===== src/rtl/adc_proto_pkg.sv =====
// ADC command/readback protocol constants, FSM encodings and the
// command packet word table shared by the host-side SPI master.
package adc_proto_pkg;

   localparam logic [15:0] CMD_HEAD       = 16'hABCD;
   localparam logic [15:0] CMD_ADC        = 16'hFADC;
   localparam logic [15:0] CMD_ADC_SELECT = 16'hAF00;
   localparam logic [15:0] CMD_ADC_FREQ   = 16'hAF01;
   localparam logic [15:0] CMD_ADC_POINTS = 16'hAF02;
   localparam logic [15:0] CMD_TAIL       = 16'hCDEF;

   localparam logic [15:0] WAVE_HEAD = 16'hABCD;
   localparam logic [15:0] WAVE_TAIL = 16'hDCBA;
   localparam logic [15:0] HOST_ACK  = 16'hDCAB;

   localparam logic [15:0] ADC_9226_0 = 16'hADC0;
   localparam logic [15:0] ADC_9226_1 = 16'hADC1;

   localparam logic [3:0] CMD_LAST = 4'd9;

   localparam logic [1:0] ERR_OK      = 2'd0;
   localparam logic [1:0] ERR_TIMEOUT = 2'd1;
   localparam logic [1:0] ERR_TAIL    = 2'd2;

   typedef enum logic [2:0] {
      H_IDLE,
      H_CMD,
      H_POLL,
      H_READ,
      H_TAIL,
      H_ACK,
      H_DONE
   } host_state_e;

   typedef enum logic [2:0] {
      W_IDLE,
      W_LEAD,
      W_HIGH,
      W_LOW,
      W_TRAIL,
      W_GAP
   } word_state_e;

   function automatic logic [15:0] cmd_word(
      input logic [3:0]  idx,
      input logic [15:0] sel,
      input logic [31:0] freq,
      input logic [15:0] pts
   );
      case (idx)
         4'd0:    cmd_word = CMD_HEAD;
         4'd1:    cmd_word = CMD_ADC;
         4'd2:    cmd_word = CMD_ADC_SELECT;
         4'd3:    cmd_word = sel;
         4'd4:    cmd_word = CMD_ADC_FREQ;
         4'd5:    cmd_word = freq[31:16];
         4'd6:    cmd_word = freq[15:0];
         4'd7:    cmd_word = CMD_ADC_POINTS;
         4'd8:    cmd_word = pts;
         default: cmd_word = CMD_TAIL;
      endcase
   endfunction

endpackage


===== src/rtl/spi_word_master.sv =====
// One 16-bit SPI mode-0 frame per load: CS_N low, 16 SCK pulses,
// trailing CS hold, then a CS_GAP idle gap before ready returns.
module spi_word_master
   import adc_proto_pkg::*;
#(
   parameter int CLK_DIV = 4,
   parameter int CS_GAP  = 4
) (
   input  logic        clk,
   input  logic        rst,
   input  logic        load,
   input  logic [15:0] tx_word,
   output logic        ready,
   output logic [15:0] rx_word,
   output logic        word_done,
   output logic        CS_N,
   output logic        SCK,
   output logic        MOSI,
   input  logic        MISO
);

   localparam logic [15:0] DIV_LAST = 16'(CLK_DIV - 1);
   localparam logic [15:0] GAP_LAST = 16'(CS_GAP - 1);

   word_state_e state_q, state_d;

   logic [15:0] cnt_q;
   logic [14:0] sh_q;
   logic [15:0] rx_q;
   logic [3:0]  bit_q;
   logic        miso_q1, miso_q2;
   logic        tick, cs_n_d, sck_d;

   assign tick    = (cnt_q == DIV_LAST);
   assign rx_word = rx_q;

   always_ff @(posedge clk) begin
      if (rst) state_q <= W_IDLE;
      else     state_q <= state_d;
   end

   always_comb begin
      state_d = state_q;
      unique case (state_q)
         W_IDLE:  if (load) state_d = W_LEAD;
         W_LEAD:  if (tick) state_d = W_HIGH;
         W_HIGH:  if (tick) state_d = (bit_q == 4'd15) ? W_TRAIL : W_LOW;
         W_LOW:   if (tick) state_d = W_HIGH;
         W_TRAIL: if (tick) state_d = W_GAP;
         W_GAP:   if (cnt_q == GAP_LAST) state_d = W_IDLE;
         default: state_d = W_IDLE;
      endcase
   end

   // Pins are registered from the next state so SCK/CS_N never glitch.
   always_comb begin
      ready  = (state_q == W_IDLE);
      cs_n_d = (state_d == W_IDLE) || (state_d == W_GAP);
      sck_d  = (state_d == W_HIGH);
   end

   always_ff @(posedge clk) begin
      if (rst) begin
         cnt_q     <= '0;
         sh_q      <= '0;
         rx_q      <= '0;
         bit_q     <= '0;
         miso_q1   <= 1'b0;
         miso_q2   <= 1'b0;
         CS_N      <= 1'b1;
         SCK       <= 1'b0;
         MOSI      <= 1'b0;
         word_done <= 1'b0;
      end else begin
         miso_q1   <= MISO;
         miso_q2   <= miso_q1;
         CS_N      <= cs_n_d;
         SCK       <= sck_d;
         word_done <= (state_q == W_TRAIL) && tick;
         cnt_q     <= (state_d != state_q) ? '0 : cnt_q + 16'd1;
         if ((state_q == W_IDLE) && load) begin
            sh_q  <= tx_word[14:0];
            MOSI  <= tx_word[15];
            bit_q <= '0;
         end
         // Taken at the end of the high phase: the synchroniser delay
         // still lands inside the window MISO was valid at the rise.
         if ((state_q == W_HIGH) && tick) begin
            rx_q  <= {rx_q[14:0], miso_q2};
            sh_q  <= {sh_q[13:0], 1'b0};
            MOSI  <= sh_q[14];
            bit_q <= bit_q + 4'd1;
         end
      end
   end

endmodule


===== src/rtl/adc_spi_cmd_master.sv =====
// Host-side ADC SPI master: sends the command packet, polls for the
// waveform header, streams samples back and closes with tail/ack.
module adc_spi_cmd_master
   import adc_proto_pkg::*;
#(
   parameter int          CLK_DIV  = 4,
   parameter int          CS_GAP   = 4,
   parameter logic [15:0] POLL_MAX = 16'hFFFF
) (
   input  logic        clk,
   input  logic        rst,
   input  logic        start,
   input  logic [15:0] adc_sel,
   input  logic [31:0] freq,
   input  logic [15:0] points,
   output logic        busy,
   output logic        done,
   output logic [1:0]  err,
   output logic        sample_valid,
   output logic [15:0] sample_data,
   output logic [15:0] sample_idx,
   output logic        CS_N,
   output logic        SCK,
   output logic        MOSI,
   input  logic        MISO
);

   host_state_e state_q, state_d;

   logic [15:0] sel_q, pts_q, cnt_q, poll_nxt;
   logic [31:0] freq_q;
   logic [15:0] tx_word, rx_word;
   logic        pend_q, load, ready, word_done, in_word;

   assign poll_nxt = (cnt_q == 16'hFFFF) ? cnt_q : cnt_q + 16'd1;

   spi_word_master #(
      .CLK_DIV (CLK_DIV),
      .CS_GAP  (CS_GAP)
   ) u_word (
      .clk       (clk),
      .rst       (rst),
      .load      (load),
      .tx_word   (tx_word),
      .ready     (ready),
      .rx_word   (rx_word),
      .word_done (word_done),
      .CS_N      (CS_N),
      .SCK       (SCK),
      .MOSI      (MOSI),
      .MISO      (MISO)
   );

   always_ff @(posedge clk) begin
      if (rst) state_q <= H_IDLE;
      else     state_q <= state_d;
   end

   always_comb begin
      state_d = state_q;
      unique case (state_q)
         H_IDLE: if (start) state_d = H_CMD;
         H_CMD:
            if (word_done && (cnt_q[3:0] == CMD_LAST))
               state_d = H_POLL;
         H_POLL:
            if (word_done) begin
               if (rx_word == WAVE_HEAD)
                  state_d = (pts_q == 16'd0) ? H_TAIL : H_READ;
               else if (poll_nxt == POLL_MAX)
                  state_d = H_DONE;
            end
         H_READ:
            if (word_done && (cnt_q + 16'd1 == pts_q))
               state_d = H_TAIL;
         H_TAIL:  if (word_done) state_d = H_ACK;
         H_ACK:   if (word_done) state_d = H_DONE;
         H_DONE:  state_d = H_IDLE;
         default: state_d = H_IDLE;
      endcase
   end

   always_comb begin
      busy    = (state_q != H_IDLE) && (state_q != H_DONE);
      done    = (state_q == H_DONE);
      in_word = busy;
      load    = in_word && !pend_q && ready;
      unique case (state_q)
         H_CMD:   tx_word = cmd_word(cnt_q[3:0], sel_q, freq_q, pts_q);
         H_ACK:   tx_word = HOST_ACK;
         default: tx_word = 16'h0000;
      endcase
   end

   // cnt_q is the command index, poll count or sample count by state.
   always_ff @(posedge clk) begin
      if (rst) begin
         sel_q        <= '0;
         freq_q       <= '0;
         pts_q        <= '0;
         cnt_q        <= '0;
         pend_q       <= 1'b0;
         err          <= ERR_OK;
         sample_valid <= 1'b0;
         sample_data  <= '0;
         sample_idx   <= '0;
      end else begin
         sample_valid <= 1'b0;
         if (load)           pend_q <= 1'b1;
         else if (word_done) pend_q <= 1'b0;
         if (state_d != state_q)
            cnt_q <= '0;
         else if (word_done)
            cnt_q <= (state_q == H_POLL) ? poll_nxt : cnt_q + 16'd1;
         if ((state_q == H_IDLE) && start) begin
            sel_q  <= adc_sel;
            freq_q <= freq;
            pts_q  <= points;
            err    <= ERR_OK;
         end
         if (word_done) begin
            if ((state_q == H_POLL) && (state_d == H_DONE))
               err <= ERR_TIMEOUT;
            if (state_q == H_READ) begin
               sample_valid <= 1'b1;
               sample_data  <= rx_word;
               sample_idx   <= cnt_q;
            end
            if (state_q == H_TAIL)
               err <= (rx_word == WAVE_TAIL) ? ERR_OK : ERR_TAIL;
         end
      end
   end

endmodule


===== config.mk =====
export PLATFORM = sky130hd
export DESIGN_NAME = adc_spi_cmd_master
export DESIGN_NICKNAME = d
export VERILOG_FILES = /design/src/rtl/adc_proto_pkg.sv /design/src/rtl/spi_word_master.sv /design/src/rtl/adc_spi_cmd_master.sv
export SDC_FILE = /design/constraint.sdc
export NUM_CORES = 1
export LEC_CHECK = 0
export ABC_AREA = 1
export BUFFER_PORTS_ARGS = -buffer_cell sky130_fd_sc_hd__buf_2
export CAP_MARGIN = 20
export CORE_ASPECT_RATIO = 0.7
export CORE_MARGIN = 4
export CORE_UTILIZATION = 29
export CTS_BUF_LIST = sky130_fd_sc_hd__clkbuf_4 sky130_fd_sc_hd__clkbuf_8
export CTS_CLUSTER_DIAMETER = 40
export CTS_CLUSTER_SIZE = 12
export DETAILED_ROUTE_END_ITERATION = 7
export SETUP_SLACK_MARGIN = 0.4
export SLEW_MARGIN = 40
export SYNTH_ARGS = -nofsm -noshare
export SYNTH_HDL_FRONTEND = slang
export SYNTH_SLANG_ARGS = --single-unit

===== constraint.sdc =====
create_clock -name clk -period 2.6 [get_ports clk]
set_clock_uncertainty 0.2 [all_clocks]
set_input_delay 0.13 -clock clk [delete_from_list [all_inputs] [get_ports clk]]
set_output_delay 0.13 -clock clk [all_outputs]
set_load 0.005 [all_outputs]

==> results of run 1 <==
logic make-up (layout without fill, tap and decap cells):
group / count (synthesis) / in the layout / share of synthesized area
adders and majority gates: 6 / 6 / 0.00898
DFF: 179 / 179 / 0.429
buffers and inverters: 194 / 466 / 0.0903
xor gates and xnor gates: 11 / 11 / 0.0115
and+or+nand+nor: 507 / 507 / 0.278
AOI/OAI and AO/OA: 276 / 276 / 0.182
flip-flops by register name (all words and copies together), names as in the netlist, 4 cells and up:
| signal | flops |
|---|---|
| sel_q | 16 |
| u_word.rx_word | 16 |
| u_word.bit_q | 4 |
| u_word.sh_q | 15 |
| u_word.cnt_q | 16 |
| sample_data | 16 |
| freq_q | 32 |
| sample_idx | 16 |
| cnt_q | 16 |
| pts_q | 16 |
cells in the mapped netlist, types with 5 or more instances:
library cell / instances
nor3_1: 19
nand2_2: 8
ha_1: 6
o22ai_1: 11
nor4_1: 13
clkbuf_1: 50
o21ai_0: 88
nand2_1: 261
a221oi_1: 10
dfxtp_1: 179
nand4_1: 20
a21oi_1: 130
inv_1: 135
nor2_1: 81
nor2_4: 13
nand3_1: 75
nor2_2: 5
a31oi_1: 15
xor2_1: 7
final cells by class:
type	count	area (um2)
sequential	179	3620
clock buffer	19	262
inverter	138	539
tap	371	464
timing repair buffer	296	2400
multi-input combinational	800	4830
fill	2820	15800
clock inverter	13	195
metal layers:
metal  up-vias  track usage  routed length, um
met5         -            0                 13
met4         2       0.0330                350
met3        32       0.0448               2090
met2       266        0.268              12900
met1      4243        0.261              14100
li1       4429            -                  -
how the worst min path moves through the flow:
stage	cells past startpoint	slack (ps)	endpoint
2_1_floorplan	2	40	u_word.miso_q1
6_report	5	50	err[0]
5_1_grt	5	60	freq_q[1]
3_3_place_gp	3	140	u_word.miso_q1
3_5_place_dp	3	150	u_word.miso_q1
4_1_cts	8	10	state_q[0]
timing repair:
action	4_1_cts	5_1_grt
setup buffers	33	25
endpoints found under the setup margin	56	75
resized for setup	110	185
hold buffers	66	0
gates cloned	2	0
pin swaps	50	62
hold endpoints to repair	84	0
worst min-delay path, stage by stage:
cell      delay (ps)
buf_2             90
nand2_2           80
buf_12           210
nand2_1          120
a211oi_2          70
power groups by stage:
stage	clock, mW	sequential, mW	combinational, mW
after floorplan	0	2.95	0.326
after global placement	0	2.97	0.499
after detailed placement	0	2.97	0.504
after CTS	2.28	2.92	0.662
after global routing	2.39	2.93	0.864
final	2.23	2.92	0.792
==> run summary, run 1 <==
Max stage delay on crit path: 400 ps
leakage power: 4.78 nW
pre-CTS setup slack: -298 ps
WHS: 50.9 ps
number of non-filler instances in the completed layout: 1,816
Post-layout nets: 1,506
Final WS setup: -79.2 ps
Cell Rows: 51
failing checks: setup timing
Placed Cells: 1,658
Cells after Synth: 1,173
sequential share of the synthesized area: 0.429
CP max-delay cell: dfxtp_4
worst min path class: input pin to flop
fmax: 373 MHz
post-synth top area cell: dfxtp_1
Final Util: 0.438
Vias/cell: 4.94
DR vias: 8,972
vias in the first global route: 8,407
R2R depth: 18
final instance area: 0.0123 mm2
syn_nets: 1,247
Setup crit end: cnt_q[10]
switch share: 0.272
Area growth syn-to-layout: 47.3%
Port Buffers: 107
Clock Latency Late Sink: 480 ps
worst setup path startpoint: cnt_q[1]
initial antenna violation count: 1
post-synth top area share: 0.429
final setup violating endpoints: 16
post-route setup TNS: -1070 ps
CP cell instances: ha_4 -> inv_4 -> nor2_4 -> buf_6 -> nand3_1 -> nand2_4 -> buf_6 -> nand3_4 -> nor2_1 -> nand3_2 -> nand4_1 -> nand2_1 -> nand3_2 -> nand4_4 -> nand2_2 -> nand3_4 -> buf_12 -> nor2_4
RR Endpoint: cnt_q[10]
Worst setup SP type: flop
worst path bufs/invs: 4
ant diodes: 0
hpwl dp: 19.8 mm
Post-synth EDFFs: 0
fin. max-slew vios: 0
crit path kind: flop to flop
P per Cell Area: 483 mW/mm2
drt initial violations: 588
layout cell share with drive strength beyond 1: 0.336
Reg-to-Reg Start: cnt_q[1]
DRT Pass-1 Iters: 5
Internal Pwr Total: 4.33 mW
Post-Route WL: 29.5 mm
Die Area: 0.0316 mm2
core area: 0.0281 mm2
first-pass GRT wire length: 45.0 mm
Num CTS Buffers: 17
Num Clock Sinks: 179
I/O pin count: 108
largest net degree at the start of global routing: 105
Post-synth top flop: dfxtp_1
Area after DPL: 0.00968 mm2
leading cell types in the layout, fill and taps excluded: nand2_1 (228), dfxtp_1 (163), a21oi_1 (126)
Area contributors post-synth: dfxtp_1 (43%), nand2_1 (12%), a21oi_1 (7.8%)
Die Y: 150 um
commonest non-fill, non-tap cell in the layout: nand2_1
critical path arrival: 2900 ps
Die X: 211 um
post-route ant nets: 0
syn avg cell area: 7.12 um2
Tcrit/Tclk final: 1.03
CTS tree: done
Worst EP required: 2820 ps
CTS root buffer: clkbuf_8
Yosys reg bits: 179
# H-tree levels: 4
run status: complete, but fails checks
Cell Area, Synth: 0.00836 mm2
hold wc startpoint: start
final hold vios: 0
DRC: 0
post-synth cell types: 46
Psw: 1.62 mW
GRT Total Usage: 0.178
CP Capture Type: flop
sequential fraction of design power: 0.492
Tot Pwr: 5.94 mW
ys async rst share: 0
r2r setup slk: -80 ps
CP max FO: 6
Logic pwr share: 0.133
Worst VDD drop: 310 uV
Routed WL per cell: 16.2 um
Crit path max-delay family: simple AND/OR/NAND/NOR gates
overflow left after global routing: 0
Initial Utilization: 0.298
RD Place Congestion: 0.902
RSZ-0062 raised after global routing: true
number of stages on the worst setup path: 18
Max Cap Viol: 0
Clock power frac: 0.375
Slew HR: 0.587
minimum clock period: 2680 ps
Synth Warn #: 0
Clock Path Buffers: 2
clk slew on worst S/H paths: 100 ps
worst slew pin tran: 619 ps
Power figures use the tool's default switching activity.
==> run 2: changes to the inputs <==
CORE_MARGIN = 2   (was 4)
clock period = 2.8 ns   (was 2.6 ns; I/O delays follow)
==> run summary, run 2 (same netlist as run 1, synthesis figures left out) <==
run status: complete, but fails checks (unchanged)
failing checks: hold timing (was setup timing)
crit path kind: flop to flop (unchanged)
Post-Route WL: 27.7 mm (was 29.5 mm)
switch share: 0.280 (was 0.272)
final setup violating endpoints: 0 (was 16)
Cell Rows: 51 (unchanged)
Num Clock Sinks: 179 (unchanged)
CP Capture Type: flop (unchanged)
Reg-to-Reg Start: cnt_q[0] (was cnt_q[1])
ant diodes: 0 (unchanged)
Worst EP required: 2940 ps (was 2820 ps)
Clock Latency Late Sink: 490 ps (was 480 ps)
# H-tree levels: 4 (unchanged)
drt initial violations: 692 (was 588)
worst setup path startpoint: cnt_q[0] (was cnt_q[1])
sequential fraction of design power: 0.515 (was 0.492)
CP max-delay cell: nor2_1 (was dfxtp_4)
leakage power: 4.31 nW (was 4.78 nW)
Placed Cells: 1,626 (was 1,658)
P per Cell Area: 474 mW/mm2 (was 483 mW/mm2)
minimum clock period: 2660 ps (was 2680 ps)
post-route ant nets: 0 (unchanged)
CP max FO: 6 (unchanged)
worst slew pin tran: 682 ps (was 619 ps)
Clock power frac: 0.362 (was 0.375)
number of non-filler instances in the completed layout: 1,753 (was 1,816)
overflow left after global routing: 0 (unchanged)
Vias/cell: 4.88 (was 4.94)
layout cell share with drive strength beyond 1: 0.236 (was 0.336)
Worst VDD drop: 270 uV (was 310 uV)
clk slew on worst S/H paths: 110 ps (was 100 ps)
Clock Path Buffers: 2 (unchanged)
Die Area: 0.0302 mm2 (was 0.0316 mm2)
GRT Total Usage: 0.180 (was 0.178)
DR vias: 8,556 (was 8,972)
Die Y: 146 um (was 150 um)
post-route setup TNS: 0 ps (was -1070 ps)
largest net degree at the start of global routing: 105 (unchanged)
WHS: -2.54 ps (was 50.9 ps)
Internal Pwr Total: 3.79 mW (was 4.33 mW)
Crit path max-delay family: simple AND/OR/NAND/NOR gates (unchanged)
Area growth syn-to-layout: 33.0% (was 47.3%)
Num CTS Buffers: 17 (unchanged)
Initial Utilization: 0.298 (unchanged)
CTS tree: done (unchanged)
DRC: 0 (unchanged)
first-pass GRT wire length: 42.6 mm (was 45.0 mm)
register bank with the most flops: freq_q (unchanged)
initial antenna violation count: 0 (was 1)
Max stage delay on crit path: 490 ps (was 400 ps)
Slew HR: 0.546 (was 0.587)
RD Place Congestion: 0.929 (was 0.902)
I/O pin count: 108 (unchanged)
core area: 0.0281 mm2 (unchanged)
Post-layout nets: 1,443 (was 1,506)
Psw: 1.47 mW (was 1.62 mW)
commonest non-fill, non-tap cell in the layout: nand2_1 (unchanged)
Logic pwr share: 0.123 (was 0.133)
final hold vios: 1 (was 0)
hold wc startpoint: start (unchanged)
fin. max-slew vios: 0 (unchanged)
CTS root buffer: clkbuf_8 (unchanged)
worst min path class: input pin to flop (unchanged)
fmax: 376 MHz (was 373 MHz)
Tcrit/Tclk final: 0.951 (was 1.03)
vias in the first global route: 7,883 (was 8,407)
Fillers: 2,939 (was 2,820)
CP cell instances: ha_4 -> inv_4 -> nor2_1 -> nor3_1 -> nand4_1 -> inv_1 -> nor2_1 -> inv_1 -> o21ai_0 -> a31oi_1 (was ha_4 -> inv_4 -> nor2_4 -> buf_6 -> nand3_1 -> nand2_4 -> buf_6 -> nand3_4 -> nor2_1 -> nand3_2 -> nand4_1 -> nand2_1 -> nand3_2 -> nand4_4 -> nand2_2 -> nand3_4 -> buf_12 -> nor2_4)
Max Cap Viol: 0 (unchanged)
Die X: 207 um (was 211 um)
worst path bufs/invs: 3 (was 4)
DRT Pass-1 Iters: 5 (unchanged)
Routed WL per cell: 15.8 um (was 16.2 um)
max reg flops: 32 (unchanged)
leading cell types in the layout, fill and taps excluded: nand2_1 (246), dfxtp_1 (164), a21oi_1 (130) (was nand2_1 (228), dfxtp_1 (163), a21oi_1 (126))
RSZ-0062 raised after global routing: true (unchanged)
Worst setup SP type: flop (unchanged)
hpwl dp: 19.2 mm (was 19.8 mm)
Port Buffers: 107 (unchanged)
critical path arrival: 2800 ps (was 2900 ps)
==> run 2: changes by cell type in the layout (fill, tap and decap cells not counted), sizes merged <==
cell / change
inv: -1
buf: -65
clkbuf: +2
clkinv: +2
bufinv: -2
clkinvlp: +1
==> run 2: worst paths after layout <==
kind              cells past startpoint  slack, ps         endpoint
setup reg to reg                     10        140  u_word.sh_q[10]
hold / removal                        5         -3         sel_q[1]
setup / recovery                     10        140  u_word.sh_q[10]
hold reg to reg                       2        200   u_word.miso_q2
==> run 2: final cells by class <==
cell class | count | area (um2) | area share
inverters | 138 | 528 | 0.0475
clock buffers | 19 | 262 | 0.0235
well taps | 371 | 464 | 0.0418
clock inverters | 13 | 144 | 0.0129
multi-input cells | 800 | 4360 | 0.392
repair buffers | 233 | 1750 | 0.157
flip-flops and latches | 179 | 3610 | 0.325
==> run 2: worst reg2reg max path: cells and delay by family (launching register included) <==
family	cells	cell delay, ps
AOI/OAI and AO/OA	2	450
adders and majority gates	1	180
DFF	1	410
buffers and inverters	3	300
and+or+nand+nor	4	980
==> run 2: layer usage <==
layer  up-vias  share of wire  GRT usage
met5         -              0          0
met4         0         0.0088     0.0355
met3        20          0.069     0.0458
met2       219           0.42      0.261
met1      4029           0.50      0.267
li1       4288              -          -
==> run 2: what timing repair did <==
action,CTS,global route
setup buffers,7,20
endpoints found under the setup margin,33,53
pin swaps,21,26
cloned,1,1
endpoints found under the hold margin,84,0
gates resized for setup,50,72
hold buffers,66,0
==> run 2: stage by stage <==
stage          cell area (um2)  utilization  hold WS, ps  worst slack [ps]  power (mW)
2_1_floorplan             8360            -         47.0               451        3.04
3_3_place_gp              9380        0.334          156              76.3        3.23
3_5_place_dp              9390        0.334          176              4.85        3.23
4_1_cts                  10700        0.381        0.581               202        5.24
5_1_grt                  11100        0.396         27.2             -23.8        5.49
6_report                 11100        0.396        -2.54               138        5.27
==> run 2: power groups by stage <==
| stage | clock network (mW) | registers, mW | logic [mW] |
|---|---|---|---|
| final | 1.91 | 2.71 | 0.646 |
| after global routing | 2.05 | 2.72 | 0.712 |
| after CTS | 1.97 | 2.70 | 0.562 |
| after detailed placement | 0 | 2.76 | 0.469 |
| after global placement | 0 | 2.76 | 0.463 |
| after floorplan | 0 | 2.74 | 0.302 |
